**config.mk**
```make
export PLATFORM = sky130hd
export DESIGN_NAME = reorder_frame_out
export DESIGN_NICKNAME = d
export VERILOG_FILES = /design/src/rtl/reorder_frame_out.sv
export SDC_FILE = /design/constraint.sdc
export NUM_CORES = 1
export LEC_CHECK = 0
export BUFFER_PORTS_ARGS = -buffer_cell sky130_fd_sc_hd__buf_2
export CAP_MARGIN = 20
export CORE_AREA = 8 8 107 109
export DETAILED_ROUTE_END_ITERATION = 6
export DIE_AREA = 0 0 115 117
export PLACE_DENSITY = 0.78
export REMOVE_ABC_BUFFERS = 1
export SKIP_CTS_REPAIR_TIMING = 1
export SLEW_MARGIN = 30
export SYNTH_ARGS = -nofsm -noshare
export SYNTH_HDL_FRONTEND = slang
export SYNTH_SLANG_ARGS = --single-unit
```
**constraint.sdc**
```tcl
create_clock -name clk -period 2.2 [get_ports clk]
set_input_delay 0.66 -clock clk [delete_from_list [all_inputs] [get_ports clk]]
set_output_delay 0.66 -clock clk [all_outputs]
set_load 0.01 [all_outputs]
```
**src/rtl/reorder_frame_out.sv**
```systemverilog
// reorder_frame_out: output stage after the double-buffered reorder FIFO.
// Takes the ordered word stream and re-times it through a 2-entry skid buffer,
// so the pop towards the FIFO never depends combinationally on the sink.
// Each word is tagged with a frame-last flag and a frame sequence id.
// One frame is one reorder memory, i.e. 2**AW words.
module reorder_frame_out #(
  parameter int DW = 32,
  parameter int AW = 10,
  parameter int FW = 8
) (
  input  logic          clk,
  input  logic          rst,
  input  logic [DW-1:0] if2_dut_data,
  input  logic          if2_dut_vld,
  output logic          dut_if2_rdy,
  output logic [DW-1:0] dut_if3_data,
  output logic          dut_if3_last,
  output logic [FW-1:0] dut_if3_frame,
  output logic          dut_if3_vld,
  input  logic          if3_dut_rdy,
  output logic          frame_done
);

  localparam logic [AW-1:0] LAST_IDX = '1;

  logic [DW-1:0] data_q  [2];
  logic          last_q  [2];
  logic [FW-1:0] frame_q [2];

  logic          rd_ptr;
  logic          wr_ptr;
  logic [1:0]    count;
  logic [AW-1:0] word_cnt;
  logic [FW-1:0] frame_id;

  logic push;
  logic pop;
  logic word_is_last;

  // Ready depends only on buffer occupancy, so the upstream pop is fully registered.
  assign dut_if2_rdy  = (count < 2'd2) && !rst;
  assign dut_if3_vld  = (count != 2'd0);
  assign push         = if2_dut_vld && dut_if2_rdy;
  assign pop          = dut_if3_vld && if3_dut_rdy;
  assign word_is_last = (word_cnt == LAST_IDX);

  // Head entry drives the sink; outputs read as zero whenever nothing is buffered.
  always_comb begin
    dut_if3_data  = '0;
    dut_if3_last  = 1'b0;
    dut_if3_frame = '0;
    if (dut_if3_vld) begin
      dut_if3_data  = data_q[rd_ptr];
      dut_if3_last  = last_q[rd_ptr];
      dut_if3_frame = frame_q[rd_ptr];
    end
  end

  // Buffer storage: capture the incoming word together with its frame tags.
  always_ff @(posedge clk) begin
    if (rst) begin
      for (int i = 0; i < 2; i++) begin
        data_q[i]  <= '0;
        last_q[i]  <= 1'b0;
        frame_q[i] <= '0;
      end
    end else if (push) begin
      data_q[wr_ptr]  <= if2_dut_data;
      last_q[wr_ptr]  <= word_is_last;
      frame_q[wr_ptr] <= frame_id;
    end
  end

  // Pointer and occupancy bookkeeping; a simultaneous push and pop leaves count unchanged.
  always_ff @(posedge clk) begin
    if (rst) begin
      rd_ptr <= 1'b0;
      wr_ptr <= 1'b0;
      count  <= 2'd0;
    end else begin
      if (push) wr_ptr <= ~wr_ptr;
      if (pop)  rd_ptr <= ~rd_ptr;
      case ({push, pop})
        2'b10:   count <= count + 2'd1;
        2'b01:   count <= count - 2'd1;
        default: count <= count;
      endcase
    end
  end

  // Frame tagging counters advance only on accepted input words, so upstream gaps are harmless.
  always_ff @(posedge clk) begin
    if (rst) begin
      word_cnt <= '0;
      frame_id <= '0;
    end else if (push) begin
      word_cnt <= word_cnt + 1'b1;
      if (word_is_last) frame_id <= frame_id + 1'b1;
    end
  end

  // Pulse for one cycle after the sink takes the final word of a frame.
  always_ff @(posedge clk) begin
    if (rst) frame_done <= 1'b0;
    else     frame_done <= pop && dut_if3_last;
  end

endmodule

```
-- Yosys cells after proc, flatten, opt, wreduce, memory -nomap -nowiden
Memories as Yosys holds them, arrays and structs flattened. A register that Yosys moved wholly into a read port is not among the register bits.
Index checks and enable logic that the tools add are counted.
- register bits: 23
- bits in writable memories: 82
- input port bits: 36
- output and inout bits: 44
- memories kept: 3
- $add $sub $neg: 4
- $lt $le $gt $ge: 1
- equal/unequal tests: 3
- muxes and demuxes: 24
- bitwise logic cells: 2
- reductions and logical operators: 11
- memory list (name ; depth ; bits a word ; rd ports ; clocked after Yosys merged registers in ; write ports ; line ; text):
    data_q ; 2 ; 32 ; 1 ; 1 ; 2 ; 26 ; logic [DW-1:0] data_q [2];
    frame_q ; 2 ; 8 ; 1 ; 1 ; 2 ; 28 ; logic [FW-1:0] frame_q [2];
    last_q ; 2 ; 1 ; 1 ; 1 ; 2 ; 27 ; logic last_q [2];
- operators with widths (cell ; count):
    2-to-1 mux 32 bit ; 2
    OR reduction 32 bit ; 1
    2-to-1 mux 1 bit ; 19
    2-to-1 mux 8 bit ; 2
    adder 10 x 1 -> 10 bit, second input constant ; 1
    == test 10 bit, second input constant ; 1
    adder 8 x 1 -> 8 bit, second input constant ; 1
    OR reduction 8 bit ; 1
    logical AND 1 bit ; 4
    case mux 2 bit (2 select lines) ; 1
    nonzero test 2 bit ; 2
    adder 2 x 1 -> 2 bit, second input constant ; 1
    == test 2 x 1 -> 1 bit, second input constant ; 1
    == test 2 bit, second input constant ; 1
    less-than comparator 2 bit, second input constant ; 1
    inverter 1 bit ; 2
    AND reduction 2 bit ; 1
    subtractor 2 x 1 -> 2 bit, second input constant ; 1
    zero test 1 bit ; 1
    OR reduction 1 bit ; 1

-- Longest topological paths before layout
- word-level depth: 8
- gate-level depth with buffers: 8

-- Least setup slack after synthesis
No wires, ideal clock.
- path type: input to register
- from: input if2_dut_vld
- to: memory data_q[1][0] (enable)
- library setup time: 397 ps
- data arrival time: 1924 ps
- required time: 1803 ps
- setup slack: -121 ps
- cell stages on the path: 3
- path buffers: 1
- path through: nor2b_1 > clkbuf_1 > a21o_1
- RTL lines (element ; line ; text):
    from (decl) ; 14 ; input logic if2_dut_vld,
    to (decl) ; 26 ;

==> reports/metrics.csv <==
stage;metric;value;unit
layout;final core occ;56.6;%
detailed_routing;vias;3241;
pwr;PD cells;952;nW/um2
worst_hold_path;worst hold path type;flop to flop;
yosys;Adder-Cell Fraction of Synth Area;0.795;%
yosys;Yosys top cell area share;52.2;%
floorplan;FP Rows;37;
job;Max Cap Viol;0;
pwr;maximum vdd drop;0.000539;V
yosys;asr flop ratio synth;0;%
worst_setup_path;crit-path max cell delay;0.40;ns
detailed_routing;Initial DRC Count;246;
placed_design;RD Place Congestion;0.778;
worst_setup_path;critical path startpoint category;flop;
grt;first-pass GRT wire length;15500;um
detailed_routing;First-pass DRT Iterations;4;
yosys;ranking of synthesized cells by area;edfxtp_1 52%, and3_1 11%, dfxtp_1 10%, mux2i_1 8.9%, nor2_1 4.7%;
layout;Diodes inserted;0;
worst_setup_path;Max FO, Critical Path;18;
clock_network;TritonCTS Buffers;9;
timing;Fin Setup TNS;0;ns
timing;RSZ-0062 raised after global routing;no;
clock_network;CTS HTree Levels;3;
yosys;YS warnings;0;
worst_hold_path;critical hold path startpoint;word_cnt[3]$_SDFFE_PP0P_;
yosys;Post-synth EDFFs;82;
worst_setup_path;Crit Path Class;flop to output pin;
yosys;area of the mapped netlist;4720;um2
pwr;Leak;0.00244;uW
timing;Max Clock Freq;472;MHz
worst_setup_path;critical path, cell by cell;buf_12, mux2i_4, nor2_1, buf_2;
yosys;sequential area share after synthesis;62.4;%
worst_setup_path;CP Buf/Inv Count;2;
layout;layout cell share with drive strength beyond 1;25.2;%
yosys;main combinational cell family by area after synthesis;simple AND/OR/NAND/NOR gates;
yosys;#FFs+latches synth;106;
yosys;Mapped Cells;400;
layout;Area Overhead vs Synth;18.9;%
timing;crit share post-route;96.3;%
detailed_routing;wire per inst;16.2;um
worst_setup_path;CP endpoint kind;output pin;
timing;Slew HR;56.6;%
worst_hold_path;Min-Delay Path Depth;2;
timing;Period minus WS final;2.12;ns
floorplan;core footprint;9910;um2
worst_setup_path;reg2reg path depth;5;
floorplan;die area;13500;um2
timing;Final Setup Violations;0;
detailed_routing;drt drc;0;
grt;grt ovf;0;
placed_design;Post-DP HPWL;6470;um
worst_setup_path;critical path's top delay family;flip-flops;
clock_network;clk_lat worst skew;0.37;ns
grt;largest net degree at the start of global routing;83;
timing;Pins Over Slew Limit;0;
worst_setup_path;WP depth;4;
grt;overall global routing resource usage;14.7;%
yosys;XOR/XNOR share of the synthesized area;2.23;%
yosys;Top FF cell, synth;edfxtp_1;
yosys;simple-gate share of the synthesized area;20.3;%
yosys;synthesized area per cell;11.8;um2
pwr;Power, Total;5340;uW
clock_network;Sinks on Clock Net;106;
floorplan;Top Ports;80;
timing;Final Hold Fails;0;
timing;Worst Tran Pin Value;0.651;ns
timing;Clock Skew;0.00655;ns
worst_setup_path;critical path's slowest cell;dfxtp_2;
worst_setup_path;R2R Path End;frame_id[6]$_SDFFE_PP0P_;
yosys;leading area contributor after synthesis;edfxtp_1;
clock_network;clock buffer depth;2;
clock_network;Root Buffer Master;clkbuf_8;
floorplan;die height;117;um
clock_network;CTS tree;built;
yosys;Synth Area in Compound Gates;2.23;%
worst_setup_path;worst reg2reg path startpoint;word_cnt[1]$_SDFFE_PP0P_;
floorplan;Initial Util;47.6;%
clock_network;clock slew at reported path FFs;0.09;ns
worst_setup_path;r2r setup slk;0.15;ns
run_status;status;finished clean;
yosys;mux share of post-synthesis cell area;8.91;%
floorplan;chip width;115;um
yosys;Synth cell types;31;
detailed_routing;Post-DRT Antenna Nets;0;
worst_setup_path;Crit path arrival time;1.46;ns
worst_setup_path;critical path required time;1.54;ns
layout;Layout Nets;514;
placed_design;PortBufs;79;
detailed_routing;Vias/cell;5.26;
grt;number of global-route vias before repair;3169;
worst_setup_path;Setup crit end;dut_if3_last;
grt;initial antenna violation count;0;
detailed_routing;final wirelength;9970;um
stage by stage:
| step | instance area, um2 | std cells | setup WS, ns | hold slack, ns |
|---|---|---|---|---|
| after global routing | 5610 | 616 | 0.00144 | 0.539 |
| final | 5610 | 616 | 0.0820 | 0.515 |
| after floorplan | 4590 | 367 | -1.71 | 0.456 |
| after global placement | 5370 | 597 | -0.109 | 0.477 |
| after detailed placement | 5370 | 597 | -0.179 | 0.503 |
| after CTS | 5570 | 613 | -0.0285 | 0.517 |
cells in the mapped netlist (5+ instances only):
cell and instances:
and3_1 83, or3_1 7, mux2i_1 42, dfxtp_1 24, o21ai_0 8, clkbuf_1 28
nand2_1 9, a21oi_1 10, nor2_1 59, edfxtp_1 82, xnor2_1 9, nand3_1 5
state kept, by name (all words and copies together) (netlist names), named ones only:
signal / flops
last_q: 2
word_cnt: 10
rd_ptr: 1
frame_q: 16
frame_id: 8
wr_ptr: 1
data_q: 64
frame_done: 1
count: 2
routing by layer:
| layer | up-vias | track usage, % | wire [um] |
|---|---|---|---|
| li1 | 1587 | - | - |
| met1 | 1558 | 18.0 | 4310 |
| met2 | 87 | 24.9 | 4940 |
| met3 | 9 | 4.46 | 627 |
| met4 | 0 | 3.94 | 93 |
| met5 | - | 0 | 0 |
power by group:
part | leakage [uW] | total, uW | switching, uW | internal (uW)
registers | 0.00106 | 2520 | 105 | 2410
logic | 0.00128 | 1600 | 946 | 659
clock network | 0.000105 | 1220 | 625 | 595
logic make-up (layout without fill, tap and decap cells):
logic type      count (synthesis)  in the layout
compound gates                 20             20
xor+xnor                       12             12
fa+ha+maj                       3              3
buf+inv                        38            118
flops                         106            106
mux                            42             42
simple gates                  179            179
cells in the final DEF, fill, tap and decap left out, types with 3 or more instances in the layout:
master / n
nand4_1: 3
dfxtp_1: 21
xor2_1: 3
nor4_1: 4
mux2i_1: 41
nand2_1: 9
buf_4: 11
and3_1: 83
or3_1: 7
xnor2_1: 9
nand3_1: 5
a21oi_1: 10
dfxtp_2: 3
inv_1: 4
ha_1: 3
o21ai_0: 8
clkbuf_8: 9
buf_12: 7
buf_2: 79
nor2_1: 58
edfxtp_1: 82
final cells by class:
class                           instances  area, um2
Clock buffer                           12        156
Clock inverter                          4       48.8
Fill cell                             848       4300
Inverter                                5       18.8
Multi-Input combinational cell        256       1650
Sequential cell                       106       2950
Tap cell                              136        170
Timing Repair Buffer                   97        618
worst reg2reg max path: cells and delay by family, from the launching register on:
kind | cells | cell delay (ns)
adder cells (fa/ha/maj) | 1 | 0.20
AO/OA/AOI/OAI | 1 | 0.15
flip-flops | 1 | 0.36
AND/OR/NAND/NOR | 3 | 1.28
worst min-delay path by stage:
stage | end | slack [ns]
6_report | word_cnt[3]$_SDFFE_PP0P_ | 0.51
5_1_grt | frame_id[7]$_SDFFE_PP0P_ | 0.54
4_1_cts | frame_id[7]$_SDFFE_PP0P_ | 0.52
3_5_place_dp | frame_id[7]$_SDFFE_PP0P_ | 0.50
3_3_place_gp | frame_id[7]$_SDFFE_PP0P_ | 0.48
2_1_floorplan | frame_id[7]$_SDFFE_PP0P_ | 0.46
Power figures use the tool's default switching activity.
